<file path="src/rtl/fetch_stage.sv">
// RISC-V instruction fetch stage: owns the PC, keeps one request outstanding to
// instruction memory, and fills the IF/ID register under decode stall and execute redirect.
module fetch_stage #(
  parameter int              XLEN     = 32,
  parameter logic [XLEN-1:0] RESET_PC = {XLEN{1'b0}}
) (
  input  logic            clk,
  input  logic            rst,
  output logic            imem_req_valid,
  input  logic            imem_req_ready,
  output logic [XLEN-1:0] imem_addr,
  input  logic            imem_rsp_valid,
  input  logic [XLEN-1:0] imem_rsp_data,
  input  logic            stall,
  input  logic            redirect_valid,
  input  logic [XLEN-1:0] redirect_pc,
  output logic            if_id_valid,
  output logic [XLEN-1:0] if_id_pc,
  output logic [XLEN-1:0] if_id_instr,
  output logic [4:0]      if_id_opcode
);

  localparam logic [XLEN-1:0] NOP_INSTR = XLEN'(32'h0000_0013);
  localparam logic [XLEN-1:0] PC_STEP   = XLEN'(32'd4);
  localparam logic [XLEN-1:0] ALIGN_MSK = {{(XLEN-2){1'b1}}, 2'b00};

  typedef enum logic [1:0] {
    S_IDLE = 2'd0,
    S_REQ  = 2'd1,
    S_WAIT = 2'd2,
    S_HOLD = 2'd3
  } state_e;

  state_e          state_q;
  logic [XLEN-1:0] pc_q;
  logic            drop_q;
  logic [XLEN-1:0] hold_q;
  logic            if_valid_q;
  logic [XLEN-1:0] if_pc_q;
  logic [XLEN-1:0] if_instr_q;

  logic [XLEN-1:0] redir_tgt;
  logic            slot_free;
  logic [XLEN-1:0] pc_next_seq;

  assign redir_tgt   = redirect_pc & ALIGN_MSK;
  assign slot_free   = !if_valid_q || !stall;
  assign pc_next_seq = pc_q + PC_STEP;

  // Fetch FSM plus IF/ID register; a later load in the case overrides the default valid clear.
  always_ff @(posedge clk or posedge rst) begin
    if (rst) begin
      state_q    <= S_IDLE;
      pc_q       <= RESET_PC;
      drop_q     <= 1'b0;
      hold_q     <= {XLEN{1'b0}};
      if_valid_q <= 1'b0;
      if_pc_q    <= {XLEN{1'b0}};
      if_instr_q <= NOP_INSTR;
    end else begin
      if (redirect_valid || !stall || !if_valid_q) begin
        if_valid_q <= 1'b0;
      end
      case (state_q)
        S_IDLE: begin
          state_q <= S_REQ;
          if (redirect_valid) begin
            pc_q <= redir_tgt;
          end
        end
        S_REQ: begin
          if (redirect_valid) begin
            pc_q <= redir_tgt;
          end else if (imem_req_ready) begin
            state_q <= S_WAIT;
          end
        end
        S_WAIT: begin
          if (redirect_valid) begin
            pc_q <= redir_tgt;
            if (imem_rsp_valid) begin
              drop_q  <= 1'b0;
              state_q <= S_REQ;
            end else begin
              drop_q <= 1'b1;
            end
          end else if (imem_rsp_valid) begin
            state_q <= S_REQ;
            if (drop_q) begin
              drop_q <= 1'b0;
            end else if (slot_free) begin
              if_valid_q <= 1'b1;
              if_pc_q    <= pc_q;
              if_instr_q <= imem_rsp_data;
              pc_q       <= pc_next_seq;
            end else begin
              hold_q  <= imem_rsp_data;
              state_q <= S_HOLD;
            end
          end
        end
        S_HOLD: begin
          // The parked word belongs to pc_q, which only advances once it reaches IF/ID.
          if (redirect_valid) begin
            pc_q    <= redir_tgt;
            state_q <= S_REQ;
          end else if (!stall) begin
            if_valid_q <= 1'b1;
            if_pc_q    <= pc_q;
            if_instr_q <= hold_q;
            pc_q       <= pc_next_seq;
            state_q    <= S_REQ;
          end
        end
        default: begin
          state_q <= S_IDLE;
        end
      endcase
    end
  end

  assign imem_req_valid = (state_q == S_REQ) && !redirect_valid;
  assign imem_addr      = pc_q;
  assign if_id_valid    = if_valid_q;
  assign if_id_pc       = if_pc_q;
  assign if_id_instr    = if_instr_q;
  assign if_id_opcode   = if_instr_q[6:2];

endmodule

</file>
<file path="config.mk">
export PLATFORM = sky130hd
export DESIGN_NAME = fetch_stage
export DESIGN_NICKNAME = d
export VERILOG_FILES = /design/src/rtl/fetch_stage.sv
export SDC_FILE = /design/constraint.sdc
export NUM_CORES = 1
export LEC_CHECK = 0
export BUFFER_PORTS_ARGS = -buffer_cell sky130_fd_sc_hd__buf_2
export CAP_MARGIN = 20
export CORE_UTILIZATION = 47
export DETAILED_ROUTE_END_ITERATION = 10
export MAX_ROUTING_LAYER = met4
export PLACE_DENSITY_LB_ADDON = 0.25
export REMOVE_ABC_BUFFERS = 1
export SLEW_MARGIN = 20
export SYNTH_ARGS = -nofsm -noshare
export SYNTH_HDL_FRONTEND = slang
export SYNTH_SLANG_ARGS = --single-unit
</file>
<file path="constraint.sdc">
create_clock -name clk -period 3.8 [get_ports clk]
set_input_delay 0.19 -clock clk [delete_from_list [all_inputs] [get_ports clk]]
set_output_delay 0.19 -clock clk [all_outputs]
set_load 0.005 [all_outputs]
</file>
==> impl_metrics.yaml, run 1 <==
critical_path:
  critPathSlowestCell: "buf_4"
  crit_top_cell: "buf_4"
  worstPathMaxFanout: 62
  start_kind: "register"
  worst_path_largest_cell_delay_ns: 0.65
  path_cells: "ha_1, buf_4, nand2b_1, nor2_1, a31oi_1, nor2_4, buf_4, mux2_2"
  required_ns: 4.09
  end_kind: "register"
  path_delay_family: "buffers and inverters"
  cp_num_buf_inv: 2
  cp_data_arrival_time_ns: 3.02
  crit_type: "register to register"
yosys:
  synthAdderAreaFrac_pct: 1.01
  synth_xor_area_share_pct: 0
  ys_types: 53
  synth-async-reset-ratio_pct: 100
  yosysMostFrequentCell: "dfrtp_1"
  synth-main-ff-cell: "dfrtp_1"
  synth_top_cell_by_area: "dfrtp_1"
  synthMuxAreaShare_pct: 23.0
  syn_inst: 514
  synth-seq-area-share_pct: 51.7
  synth_edf_count: 0
  ys_ff_latch: 128
  yosys.area.top_type_share_pct: 50.5
  syn_area_per_cell_um2: 12.1
  synthSimpleGateAreaFrac_pct: 9.22
  yosys_warnings: 0
  synth_area_leaders: "dfrtp_1 50%, mux2_2 21%, a21oi_1 3.0%"
  synth_commonest_cells: "125 x dfrtp_1, 117 x mux2_2, 37 x a21oi_1"
  synth_area_um2: 6200
  synth_top_family_by_area: "multiplexers"
  synth-compound-area-share_pct: 11.1
routing:
  routed-wl-met2_um: 6720
  avgRoutedWirePerCell_um: 16.1
  via_per_inst: 5.52
  drt-initial-drc-count: 235
  route.vias.total: 4738
  wl_um: 13800
  wl_met1_um: 5860
  drcViolationCount: 0
  dr_wl_met3_um: 989
  antenna_left: 0
  drt_pre_antenna_iters: 5
  top_layer_used: "met4"
cts:
  htreeDepth: 4
  worstSkewPairLatency_ns: 0.41
  clockRootBuffer: "clkbuf_16"
  cts_tree: "done"
  cts_made_buffers: 17
  clock-sinks: 128
  clk_path_buf_depth: 2
  clkTransAtPathRegs_ns: 0.05
global_route:
  gr-total-overflow: 0
  grt_pass1_wl_um: 22800
  grt_max_degree: 81
  grt_pass1_vias: 4673
  grt_use_total_pct: 22.5
  antenna_found_initial: 0
outcome:
  status: "finished clean"
floorplan:
  core.rowCount: 41
  dieArea_um2: 13700
  die_h_um: 117
  coreArea_um2: 12700
  die_w_um: 117
  io_pins: 173
  start_util_pct: 48.7
placement:
  io_buffers: 166
  post-dp-hpwl_um: 9330
  gp_congestion: 0.842
finish:
  nNetsFinal: 748
  area_growth_pct: 24.1
  drive_above_1_share_pct: 50.0
  antenna_cells: 0
pwr:
  power_leakage_uw: 0.00360
  powerDensity_nw_per_um2: 767
  ir_drop_uv: 444
sta:
  final.min_clock_period_ns: 2.73
  fin_crit_sh_pct: 71.9
  tns_ns: 0
  setup_violations: 0
  hold_viol: 0
  finalMaxSlewViolations: 0
  max_freq_ghz: 0.366
  rsz0062_at_grt: "false"
  whs_ns: 0.0186
  tightest_slew_ns: 0.831
  slew_headroom_pct: 44.6
  fin_skew_ns: 0.00765
run:
  maxCapViolCount: 0
worst_hold_path:
  hp-class: "primary input to register"
[area by class of cell]
type | instances | area (um^2)
Fill cell | 1063 | 5030
Sequential cell | 128 | 3210
Multi-Input combinational cell | 344 | 2780
Timing Repair Buffer | 177 | 918
Clock buffer | 25 | 485
Tap cell | 172 | 215
Clock inverter | 7 | 60.1
Inverter | 5 | 23.8
[path summary, 6_finish.rpt]
path,startpoint,end,slack [ns],depth (start not counted)
setup / recovery,state_q[0]$_DFFE_PP0P_,if_id_pc[28]$_DFFE_PP0P_,1.07,8
hold / removal,imem_rsp_data[17],hold_q[17]$_DFFE_PP0P_,0.02,2
setup reg to reg,state_q[0]$_DFFE_PP0P_,if_id_pc[28]$_DFFE_PP0P_,1.07,8
hold reg to reg,if_id_pc[21]$_DFFE_PP0P_,if_id_pc[21]$_DFFE_PP0P_,0.48,1
max in group asynchronous,rst,hold_q[18]$_DFFE_PP0P_,2.46,4
min in group asynchronous,rst,hold_q[11]$_DFFE_PP0P_,0.46,3
[flip-flops by register name (all words and copies together), names as in the netlist]
signal and flops:
hold_q 32, if_id_instr 32, if_id_pc 30, imem_addr 30
state_q 2, drop_q 1, if_id_valid 1
[power breakdown]
| part | leakage (uW) | switching (uW) | internal, uW | total [uW] |
|---|---|---|---|---|
| registers | 0.00159 | 455 | 1900 | 2360 |
| logic | 0.00174 | 977 | 1070 | 2050 |
| clock network | 0.000275 | 545 | 944 | 1490 |
[layout by cell type (no fill, tap or decap), types with 3 or more instances in the layout]
master,instances
buf_2,166
dfrtp_1,125
mux2_2,117
a21oi_1,37
nor2_1,24
o21ai_0,21
nand2_1,18
clkbuf_16,17
nand4_1,10
nand3_1,9
mux2_1,9
buf_4,9
o22a_1,7
a31oi_1,7
o22ai_1,6
and3_1,6
clkinv_2,6
nor3_1,5
and2_1,5
ha_1,5
clkbuf_1,5
nand2b_1,4
inv_1,4
a22oi_1,4
and4_1,4
a2bb2oi_1,4
conb_1,4
nor2b_1,3
clkbuf_8,3
dfstp_2,3
[per-layer routing]
metal  vias to the layer above  GRT usage (%)
li1                       2218              -
met1                      2321           26.9
met2                       172           35.6
met3                        27           6.02
met4                         0           10.5
met5                         -              -
[metrics by stage]
stage / total power (uW) / setup slack [ns] / cells / instance area [um^2] / utilization, %
final: 5900 / 1.07 / 858 / 7690 / 60.5
after CTS: 5960 / 1.04 / 857 / 7680 / 60.4
after floorplan: 3510 / 0.0218 / 477 / 5990 / -
after global placement: 4330 / 1.10 / 824 / 7120 / 56.0
after detailed placement: 4440 / 1.04 / 824 / 7120 / 56.0
after global routing: 6320 / 0.907 / 858 / 7690 / 60.5
[kinds of logic (layout without fill, tap and decap cells)]
family,Yosys count,after routing
AOI/OAI and AO/OA,106,106
adders and majority gates,5,5
buffers and inverters,45,214
DFF,128,128
muxes,127,127
other,1,4
and+or+nand+nor,102,102
[timing repair]
action,CTS,global route
gates resized for setup,0,0
hold buffers,1,1
setup buffers,0,0
endpoints found under the hold margin,1,43
No activity file was read; power rests on OpenSTA's default activity.
==> run 2, diff against run 1 <==
- ABC_AREA: default -> 1
- CORE_UTILIZATION: 47 -> 48
- clock period: 3.8 -> 2.51 ns (I/O delays scaled with it)
==> run 2 against run 1 <==
  * Global-route usage rose by 2.9 points
  * Sequential cell count unchanged
  * Synthesized area is 5.6% higher
  * Worst hold slack got worse by 0.0019 ns
  * Non-clock buffer count rose by 32
  * Largest power group unchanged
==> impl_metrics.yaml, run 2 <==
cts:
  cts_tree: "done"
  worstSkewPairLatency_ns: 0.42
  clockRootBuffer: "clkbuf_16"
  htreeDepth: 4
  cts_resized: 0
  hold_buffers: 31
  postCtsSetupBuffers: 0
  clock-sinks: 128
  clkTransAtPathRegs_ns: 0.06
  cts_made_buffers: 17
  clk_path_buf_depth: 2
sta:
  fin_skew_ns: 0.00752
  fin_crit_sh_pct: 83.2
  slew_headroom_pct: 55.6
  worst_slack_ns: 0.421
  finalMaxSlewViolations: 0
  rsz0062_at_grt: "false"
  hold_viol: 0
  tightest_slew_ns: 0.667
  setup_violations: 0
  final.min_clock_period_ns: 2.09
  whs_ns: 0.0167
  max_freq_ghz: 0.479
pwr:
  seqPwrFrac_pct: 36.4
  ir_drop_uv: 695
  p_sw_uw: 3640
  p_int_uw: 6050
  p_sw_share_pct: 37.5
  power_leakage_uw: 0.00439
  p_comb_share_pct: 34.7
  power_uw: 9690
  powerDensity_nw_per_um2: 1150
  clkPwrFrac_pct: 28.9
critical_path:
  crit_type: "register to register"
  r2r_cells: 9
  start_kind: "register"
  required_ns: 2.82
  cp-startpoint: "state_q[0]$_DFFE_PP0P_"
  r2r-end: "imem_addr[11]$_DFFE_PP0P_"
  cp_data_arrival_time_ns: 2.40
  timing.rr.start: "state_q[0]$_DFFE_PP0P_"
  rrSetupSlack_ns: 0.42
  worstPathMaxFanout: 22
  critPathCapture: "imem_addr[11]$_DFFE_PP0P_"
  end_kind: "register"
finish:
  nFillCells: 1211
  area_growth_pct: 28.8
  drive_above_1_share_pct: 20.5
  final_common_cell: "nand2_1"
  seq_area_um2: 3210
  stdcell_count: 1278
  multi_input_area_um2: 2790
  final_cell_mix: "358 x nand2_1, 166 x buf_2, 125 x dfrtp_1"
  nNetsFinal: 1164
  antenna_cells: 0
  fin_util_pct: 63.4
placement:
  io_buffers: 166
  dp_slack_ns: 0.440
  gp_congestion: 0.881
  dpl.cell_count: 1215
  post-dp-hpwl_um: 11300
yosys:
  synth-main-ff-cell: "dfrtp_1"
  synth_area_leaders: "dfrtp_1 48%, nand2_1 21%, o21ai_0 8.9%"
  yosysMostFrequentCell: "nand2_1"
  yosys_warnings: 0
  syn_area_per_cell_um2: 7.24
  synth_edf_count: 0
  synth_top_cell_by_area: "dfrtp_1"
  ys_types: 31
  synth-async-reset-ratio_pct: 100
  synth-seq-area-share_pct: 49.0
  yosys.area.top_type_share_pct: 47.8
  ys_ff_latch: 128
  syn_inst: 904
  synth_commonest_cells: "359 x nand2_1, 125 x dfrtp_1, 117 x o21ai_0"
  synth_area_um2: 6550
routing:
  avgRoutedWirePerCell_um: 12.9
  wl_um: 16500
  drt_pre_antenna_iters: 5
  drcViolationCount: 0
  route.vias.total: 6276
  drt-initial-drc-count: 419
  via_per_inst: 4.91
  antenna_left: 0
worst_hold_path:
  hp-class: "primary input to register"
global_route:
  grt_pass1_vias: 5675
  gr-total-overflow: 0
  antenna_found_initial: 0
  grt_max_degree: 66
  grt_pass1_wl_um: 27400
  grt_use_total_pct: 25.4
floorplan:
  start_util_pct: 49.2
  io_pins: 173
  die_w_um: 119
  die_h_um: 119
  core.rowCount: 42
  coreArea_um2: 13300
  dieArea_um2: 14100
run:
  maxCapViolCount: 0
outcome:
  status: "finished clean"
[run 2: changes by cell type after synthesis, sizes merged, moves of 6 or more]
| cell | delta |
|---|---|
| mux2 | -126 |
| o22a | -7 |
| nor2 | +74 |
| nand3 | +25 |
| nand4 | -10 |
| a31oi | -6 |
| a21oi | -32 |
| and3 | -7 |
| nand2 | +342 |
| inv | +76 |
| o21ai | +98 |
| o22ai | -6 |
[run 2: power groups by stage]
stage | combinational (uW) | clock, uW | sequential, uW
after global routing | 3870 | 2930 | 3630
final | 3360 | 2800 | 3520
after CTS | 3410 | 2830 | 3520
after global placement | 3280 | 0 | 3530
after floorplan | 1870 | 0 | 3500
after detailed placement | 3350 | 0 | 3550
[run 2: metal layers]
| layer | wire, um | global-route usage, % |
|---|---|---|
| met3 | 967 | 5.50 |
| met2 | 7470 | 37.0 |
| met1 | 7730 | 34.5 |
| met5 | 0 | - |
| met4 | 363 | 9.89 |
[run 2: final cells by class]
type / count / area share (%)
tap: 176 / 2.61
timing repair buffer: 209 / 14.7
multi-input combinational: 652 / 33.0
sequential: 128 / 38.0
clock buffer: 18 / 5.09
clock inverter: 14 / 2.83
inverter: 81 / 3.64
[run 2: per-stage QoR]
step,cell area (um^2),TNS (ns)
after CTS,8430,0
after global placement,7450,0
after floorplan,6290,-184.16
after global routing,8430,0
after detailed placement,7450,0
final,8430,0
[run 2: worst min path at each step]
stage,from,cells past startpoint,to,slack (ns)
finish,imem_rsp_data[0],3,hold_q[0]$_DFFE_PP0P_,0.02
floorplan,redirect_valid,1,if_id_valid$_DFF_PP0_,0.19
CTS,imem_rsp_data[0],3,hold_q[0]$_DFFE_PP0P_,0.001
detailed placement,rst,2,if_id_instr[27]$_DFFE_PP0P_,0.28
global route,imem_rsp_data[0],3,hold_q[0]$_DFFE_PP0P_,0.03
global placement,rst,2,if_id_instr[27]$_DFFE_PP0P_,0.28
[run 2: cell families after synthesis]
| group | Yosys count | share of synthesized area [%] |
|---|---|---|
| xor gates and xnor gates | 3 | 0.401 |
| DFF | 128 | 49.0 |
| AOI/OAI and AO/OA | 132 | 10.3 |
| other | 1 | 0.0573 |
| and+or+nand+nor | 508 | 30.5 |
| buffers and inverters | 127 | 8.77 |
| adders and majority gates | 5 | 0.956 |
[run 2: critical path: stages, from the launching register on]
cell and delay, ns:
dfrtp_1 0.40, inv_1 0.11, ha_1 0.32, inv_2 0.10, nor3_2 0.26, nor2_1 0.07, nand2_1 0.13, inv_1 0.30
a21oi_1 0.23, nor2_1 0.05
